$ cat src/rtl/lsu_ctrl.sv
// rtl/lsu_ctrl.sv - load/store unit controller with optional misaligned-access splitting
module lsu_ctrl #(
    parameter int ADDR_W      = 32,
    parameter int MISALIGN_EN = 1
) (
    input  logic              clk_i,
    input  logic              rst_i,
    input  logic              valid_i,
    output logic              ready_o,
    input  logic              we_i,
    input  logic [2:0]        size_i,
    input  logic [ADDR_W-1:0] addr_i,
    input  logic [31:0]       wdata_i,
    input  logic [4:0]        rd_i,
    output logic              req_o,
    input  logic              gnt_i,
    output logic [ADDR_W-1:0] addr_o,
    output logic              we_o,
    output logic [3:0]        be_o,
    output logic [31:0]       wdata_o,
    input  logic              rvalid_i,
    input  logic [31:0]       rdata_i,
    output logic              valid_o,
    output logic [4:0]        rd_o,
    output logic [31:0]       rdata_o,
    output logic              wb_en_o,
    output logic              err_o
);

    typedef enum logic [2:0] {IDLE, REQ1, WAIT1, REQ2, WAIT2} state_t;

    state_t            state;
    state_t            state_nxt;

    logic              accept;
    logic              size_ok;
    logic              misaligned;
    logic              reject;

    logic              we_q;
    logic [2:0]        size_q;
    logic [ADDR_W-1:0] addr_q;
    logic [31:0]       wdata_q;
    logic [4:0]        rd_q;
    logic              split_q;
    logic [31:0]       beat1_q;

    logic [ADDR_W-1:0] word_addr;
    logic [3:0]        base_mask;
    logic [7:0]        mask_ext;
    logic [63:0]       wdata_ext;
    logic              second;

    logic              final_beat;
    logic [55:0]       raw;
    logic [31:0]       load_word;
    logic [31:0]       load_val;

    assign ready_o = (state == IDLE);
    assign accept  = valid_i && ready_o;

    // Classify the incoming request: legal size, and natural alignment for H/W
    always_comb begin
        size_ok    = 1'b0;
        misaligned = 1'b0;
        case (size_i)
            3'b000, 3'b100: size_ok = 1'b1;
            3'b001, 3'b101: begin
                size_ok    = 1'b1;
                misaligned = addr_i[0];
            end
            3'b010: begin
                size_ok    = 1'b1;
                misaligned = (addr_i[1:0] != 2'b00);
            end
            default: ;
        endcase
    end

    // Requests that never touch memory and complete immediately with an error
    assign reject = !size_ok || (misaligned && (MISALIGN_EN == 0));

    // State register
    always_ff @(posedge clk_i or posedge rst_i) begin
        if (rst_i) begin
            state <= IDLE;
        end else begin
            state <= state_nxt;
        end
    end

    // Next-state logic; stray gnt/rvalid in the wrong state fall through unchanged
    always_comb begin
        state_nxt = state;
        case (state)
            IDLE:    if (accept && !reject) state_nxt = REQ1;
            REQ1:    if (gnt_i) state_nxt = WAIT1;
            WAIT1:   if (rvalid_i) state_nxt = split_q ? REQ2 : IDLE;
            REQ2:    if (gnt_i) state_nxt = WAIT2;
            WAIT2:   if (rvalid_i) state_nxt = IDLE;
            default: state_nxt = IDLE;
        endcase
    end

    // Capture request fields on acceptance and the first beat of a split load
    always_ff @(posedge clk_i or posedge rst_i) begin
        if (rst_i) begin
            we_q    <= 1'b0;
            size_q  <= 3'b000;
            addr_q  <= '0;
            wdata_q <= 32'h0;
            rd_q    <= 5'h0;
            split_q <= 1'b0;
            beat1_q <= 32'h0;
        end else begin
            if (accept) begin
                we_q    <= we_i;
                size_q  <= size_i;
                addr_q  <= addr_i;
                wdata_q <= wdata_i;
                rd_q    <= rd_i;
                split_q <= misaligned;
            end
            if (state == WAIT1 && rvalid_i) begin
                beat1_q <= rdata_i;
            end
        end
    end

    // Byte mask of the access before lane placement
    always_comb begin
        base_mask = 4'b1111;
        case (size_q[1:0])
            2'b00:   base_mask = 4'b0001;
            2'b01:   base_mask = 4'b0011;
            default: base_mask = 4'b1111;
        endcase
    end

    // Lane placement: the low half feeds beat 1, whatever spills past lane 3 feeds beat 2
    assign word_addr = {addr_q[ADDR_W-1:2], 2'b00};
    assign mask_ext  = {4'b0000, base_mask} << addr_q[1:0];
    assign wdata_ext = {32'h0, wdata_q} << {addr_q[1:0], 3'b000};
    assign second    = (state == REQ2);

    assign req_o   = (state == REQ1) || second;
    assign we_o    = req_o && we_q;
    assign addr_o  = !req_o ? '0 : (second ? word_addr + ADDR_W'(4) : word_addr);
    assign be_o    = !req_o ? 4'b0000 : (second ? mask_ext[7:4] : mask_ext[3:0]);
    assign wdata_o = !req_o ? 32'h0 : (second ? wdata_ext[63:32] : wdata_ext[31:0]);

    // Response alignment: beat 2 bytes sit above beat 1; an offset of at most 3 bytes
    // means the top byte of beat 2 can never reach the result
    assign final_beat = rvalid_i && (((state == WAIT1) && !split_q) || (state == WAIT2));
    assign raw        = (state == WAIT2) ? {rdata_i[23:0], beat1_q} : {24'h0, rdata_i};
    assign load_word  = raw[{addr_q[1:0], 3'b000} +: 32];

    // Sign/zero extension by access size
    always_comb begin
        load_val = load_word;
        case (size_q)
            3'b000:  load_val = {{24{load_word[7]}}, load_word[7:0]};
            3'b001:  load_val = {{16{load_word[15]}}, load_word[15:0]};
            3'b100:  load_val = {24'h0, load_word[7:0]};
            3'b101:  load_val = {16'h0, load_word[15:0]};
            default: load_val = load_word;
        endcase
    end

    // Completion channel: one-cycle pulse, all fields zero otherwise
    always_ff @(posedge clk_i or posedge rst_i) begin
        if (rst_i) begin
            valid_o <= 1'b0;
            err_o   <= 1'b0;
            wb_en_o <= 1'b0;
            rd_o    <= 5'h0;
            rdata_o <= 32'h0;
        end else begin
            valid_o <= 1'b0;
            err_o   <= 1'b0;
            wb_en_o <= 1'b0;
            rd_o    <= 5'h0;
            rdata_o <= 32'h0;
            if (accept && reject) begin
                valid_o <= 1'b1;
                err_o   <= 1'b1;
                rd_o    <= rd_i;
            end else if (final_beat) begin
                valid_o <= 1'b1;
                rd_o    <= rd_q;
                wb_en_o <= !we_q;
                rdata_o <= we_q ? 32'h0 : load_val;
            end
        end
    end

endmodule

$ cat config.mk
export PLATFORM = sky130hd
export DESIGN_NAME = lsu_ctrl
export DESIGN_NICKNAME = d
export VERILOG_FILES = /design/src/rtl/lsu_ctrl.sv
export SDC_FILE = /design/constraint.sdc
export NUM_CORES = 1
export LEC_CHECK = 0
export ABC_AREA = 1
export CAP_MARGIN = 25
export CORE_MARGIN = 2
export CORE_UTILIZATION = 30
export DETAILED_ROUTE_END_ITERATION = 10
export REMOVE_ABC_BUFFERS = 1
export SETUP_SLACK_MARGIN = 0.15
export SYNTH_ARGS = -nofsm -noshare
export SYNTH_HDL_FRONTEND = slang
export SYNTH_SLANG_ARGS = --single-unit
$ cat constraint.sdc
create_clock -name clk_i -period 6.3 [get_ports clk_i]
set_input_delay 1.89 -clock clk_i [delete_from_list [all_inputs] [get_ports clk_i]]
set_output_delay 1.89 -clock clk_i [all_outputs]
set_load 0.02 [all_outputs]
==> results.sh <==
export IMPL_reg2reg_depth=10
export IMPL_antenna_found_initial=3
export IMPL_die_h_um=174.8
export IMPL_critical_path_top_delay_family="simple AND/OR/NAND/NOR gates"
export IMPL_crit_reg2reg_launch="state[1]"
export IMPL_start_kind="register"
export IMPL_grt_busiest_layer="met2"
export IMPL_yosysWarnings=0
export IMPL_finalSetupViolCount=0
export IMPL_ant_nets=0
export IMPL_hold_buffers=0
export IMPL_postCtsSetupRepairBufs=0
export IMPL_grt_max_degree=93
export IMPL_routed_via_density=4.878
export IMPL_maxSlewViolCount=0
export IMPL_dpl_hpwl_um=21070
export IMPL_clockBufferDepth=2
export IMPL_fmax_mhz=188.7
export IMPL_drt_pass1_iterations=5
export IMPL_cpPeakStageDelay_ns=0.64
export IMPL_tns_ns=0
export IMPL_hold_path_end="beat1_q[0]"
export IMPL_hold_violations=0
export IMPL_overflow=0
export IMPL_finish_utilization=0.4114
export IMPL_pin_count=221
export IMPL_n_fill_cell=3037
export IMPL_gp_congestion=0.8832
export IMPL_final_seq_area_um2=3731
export IMPL_cp_data_arrival_time_ns=3.41
export IMPL_wl_per_cell_um=16.11
export IMPL_fin_skew_ns=0.007995
export IMPL_use_met1=0.2723
export IMPL_clock_latency_ns=0.42
export IMPL_dieWidth_um=174.8
export IMPL_mostFrequentLayoutCells="nand2_1 (356), clkdlybuf4s50_1 (218), o21ai_0 (208)"
export IMPL_track_usage=0.1962
export IMPL_seq_area_frac_synth=0.4261
export IMPL_powerDensity_nw_per_um2=472.4
export IMPL_path_max_fanout=21
export IMPL_vdd_ir_drop_max_uv=208.5
export IMPL_crit_path_end_kind="output pin"
export IMPL_r2r_setup_slack_ns=3.50
export IMPL_vias=8937
export IMPL_synth_main_ff_cell="dfrtp_1"
export IMPL_timing_rr_end="rdata_o[30]"
export IMPL_grt_pass1_wl_um=47500
export IMPL_ys_ff_latch=149
export IMPL_synth_area_um2=8750
export IMPL_setup_worst_path_class="register to output pin"
export IMPL_synth_cells=1250
export IMPL_initial_core_util=0.3048
export IMPL_area_growth_pct=34.95
export IMPL_core_area_um2=28700
export IMPL_avgSynthCellArea_um2=7.000
export IMPL_io_buffer_count=218
export IMPL_drc=0
export IMPL_gr_usage_met2=0.3009
export IMPL_multi_input_area_um2=4118
export IMPL_leakage_nw=5.280
export IMPL_relSlewSlack=0.4005
export IMPL_finalWirelength_um=29520
export IMPL_drv_cap=0
export IMPL_dieArea_um2=30550
export IMPL_final_common_cell="nand2_1"
export IMPL_cts_buffers=17
export IMPL_crit_start="state[2]"
export IMPL_fin_crit_sh=0.8411
export IMPL_nNetsFinal=1544
export IMPL_num_rows=62
export IMPL_synthDominantCellAreaShare=0.4261
export IMPL_hp_class="register to register"
export IMPL_cts_tree="built"
export IMPL_cts_root_buffer="clkbuf_16"
export IMPL_cts_sinks=149
export IMPL_worstPathRequired_ns=4.41
export IMPL_yosys_top_cells_area="dfrtp_1 (43%), nand2_1 (15%), o21ai_0 (12%)"
export IMPL_tightest_slew_ns=0.8983
export IMPL_synthDistinctLibCells=47
export IMPL_drt_iter0_drc=862
export IMPL_hold_path_depth=2
export IMPL_rsz0062_at_grt="no"
export IMPL_slowest_stage="clkdlybuf4s50_1"
export IMPL_clk_pin_slew_ns=0.06
export IMPL_worstPathCellList="nor2_4 > inv_1 > nor2_1 > nand2_1 > o21ai_0 > clkdlybuf4s50_1"
export IMPL_grt_pass1_vias=8673
export IMPL_finalCriticalPeriod_ns=5.299
export IMPL_synth_top_area_cell="dfrtp_1"
export IMPL_min_delay_start="beat1_q[0]"
export IMPL_final_layout_size_suffix_gt1_frac=0.05394
export IMPL_cts_resized=0
export IMPL_met3_usage=0.05635
export IMPL_status="completed"
export IMPL_async_reset_ff_frac=1.000
export IMPL_htree_levels=4
export IMPL_critPathBufInv=2
export IMPL_synth_edff_count=0
-- worst max-delay path by stage --
| stage | endpoint | depth (start not counted) | slack [ns] |
|---|---|---|---|
| floorplan | addr_q[0] | 1 | 0.40 |
| global placement | wdata_o[1] | 6 | 1.54 |
| detailed placement | wdata_o[1] | 6 | 1.46 |
| CTS | wdata_o[1] | 6 | 1.01 |
| global route | wdata_o[11] | 6 | 0.72 |
| finish | wdata_o[11] | 6 | 1.00 |
-- area by class of cell --
cell class | instances | area share
Tap cell | 384 | 0.04069
Clock inverter | 13 | 0.01250
Antenna cell | 2 | 0.0004239
Clock buffer | 19 | 0.03666
Multi-Input combinational cell | 881 | 0.3487
Sequential cell | 149 | 0.3160
Inverter | 152 | 0.04959
Timing Repair Buffer | 232 | 0.1954
-- kinds of logic after synthesis --
kind of cell | after synthesis | synth area share
AND/OR/NAND/NOR | 555 | 0.2658
AO/OA/AOI/OAI | 318 | 0.1968
buffers and inverters | 221 | 0.1042
flip-flops | 149 | 0.4261
XOR/XNOR | 4 | 0.004005
adder cells (fa/ha/maj) | 1 | 0.001430
other | 1 | 0.0004286
multiplexers | 1 | 0.001144
-- cell usage after synthesis, drive strengths merged (2+ instances only) --
cell type,instances
nand2,362
o21ai,214
dfrtp,149
inv,149
nor2,112
a21oi,52
nand3,50
clkbuf,37
buf,32
o22ai,25
nor3,21
o2111ai,8
nand4,7
o21a,5
a31oi,3
a41oi,3
clkinv,3
xor2,3
nand3b,2
o211ai,2
-- layer usage --
metal,wire length (µm),share of wire
met1,13430,0.45
met4,455,0.015
met2,13010,0.44
met3,2624,0.089
met5,0,0
-- through the flow --
step	total power [mW]	worst slack, ns	cells	hold WS, ns	area, µm²
after CTS	5.594	1.005	1829	0.4894	11780
final	5.578	1.001	1832	0.4860	11810
after floorplan	3.333	0.4020	1182	0.4479	8422
after global placement	4.518	1.535	1797	0.4659	11190
after global routing	6.031	0.7215	1831	0.5066	11810
after detailed placement	4.547	1.458	1797	0.4734	11190
-- where the power goes --
group	switching, mW	leakage [nW]	internal (mW)	total [mW]
clock	0.434	0.271	0.589	1.02
sequential	0.288	1.89	1.33	1.61
combinational	1.90	3.12	1.04	2.94
total	2.62	5.28	2.96	5.58
-- state kept, by name, summed over array words and instances, names as in the netlist --
signal / cells
addr_q: 32
beat1_q: 32
rdata_o: 32
wdata_q: 32
rd_o: 5
rd_q: 5
size_q: 3
state: 3
err_o: 1
split_q: 1
valid_o: 1
wb_en_o: 1
we_q: 1
-- tightest hold or removal path, cell delays in order, from the launching register on --
cell and delay (ns):
dfrtp_1 0.35, nand2_1 0.05, o21ai_0 0.05
No activity file was read; power rests on OpenSTA's default activity.
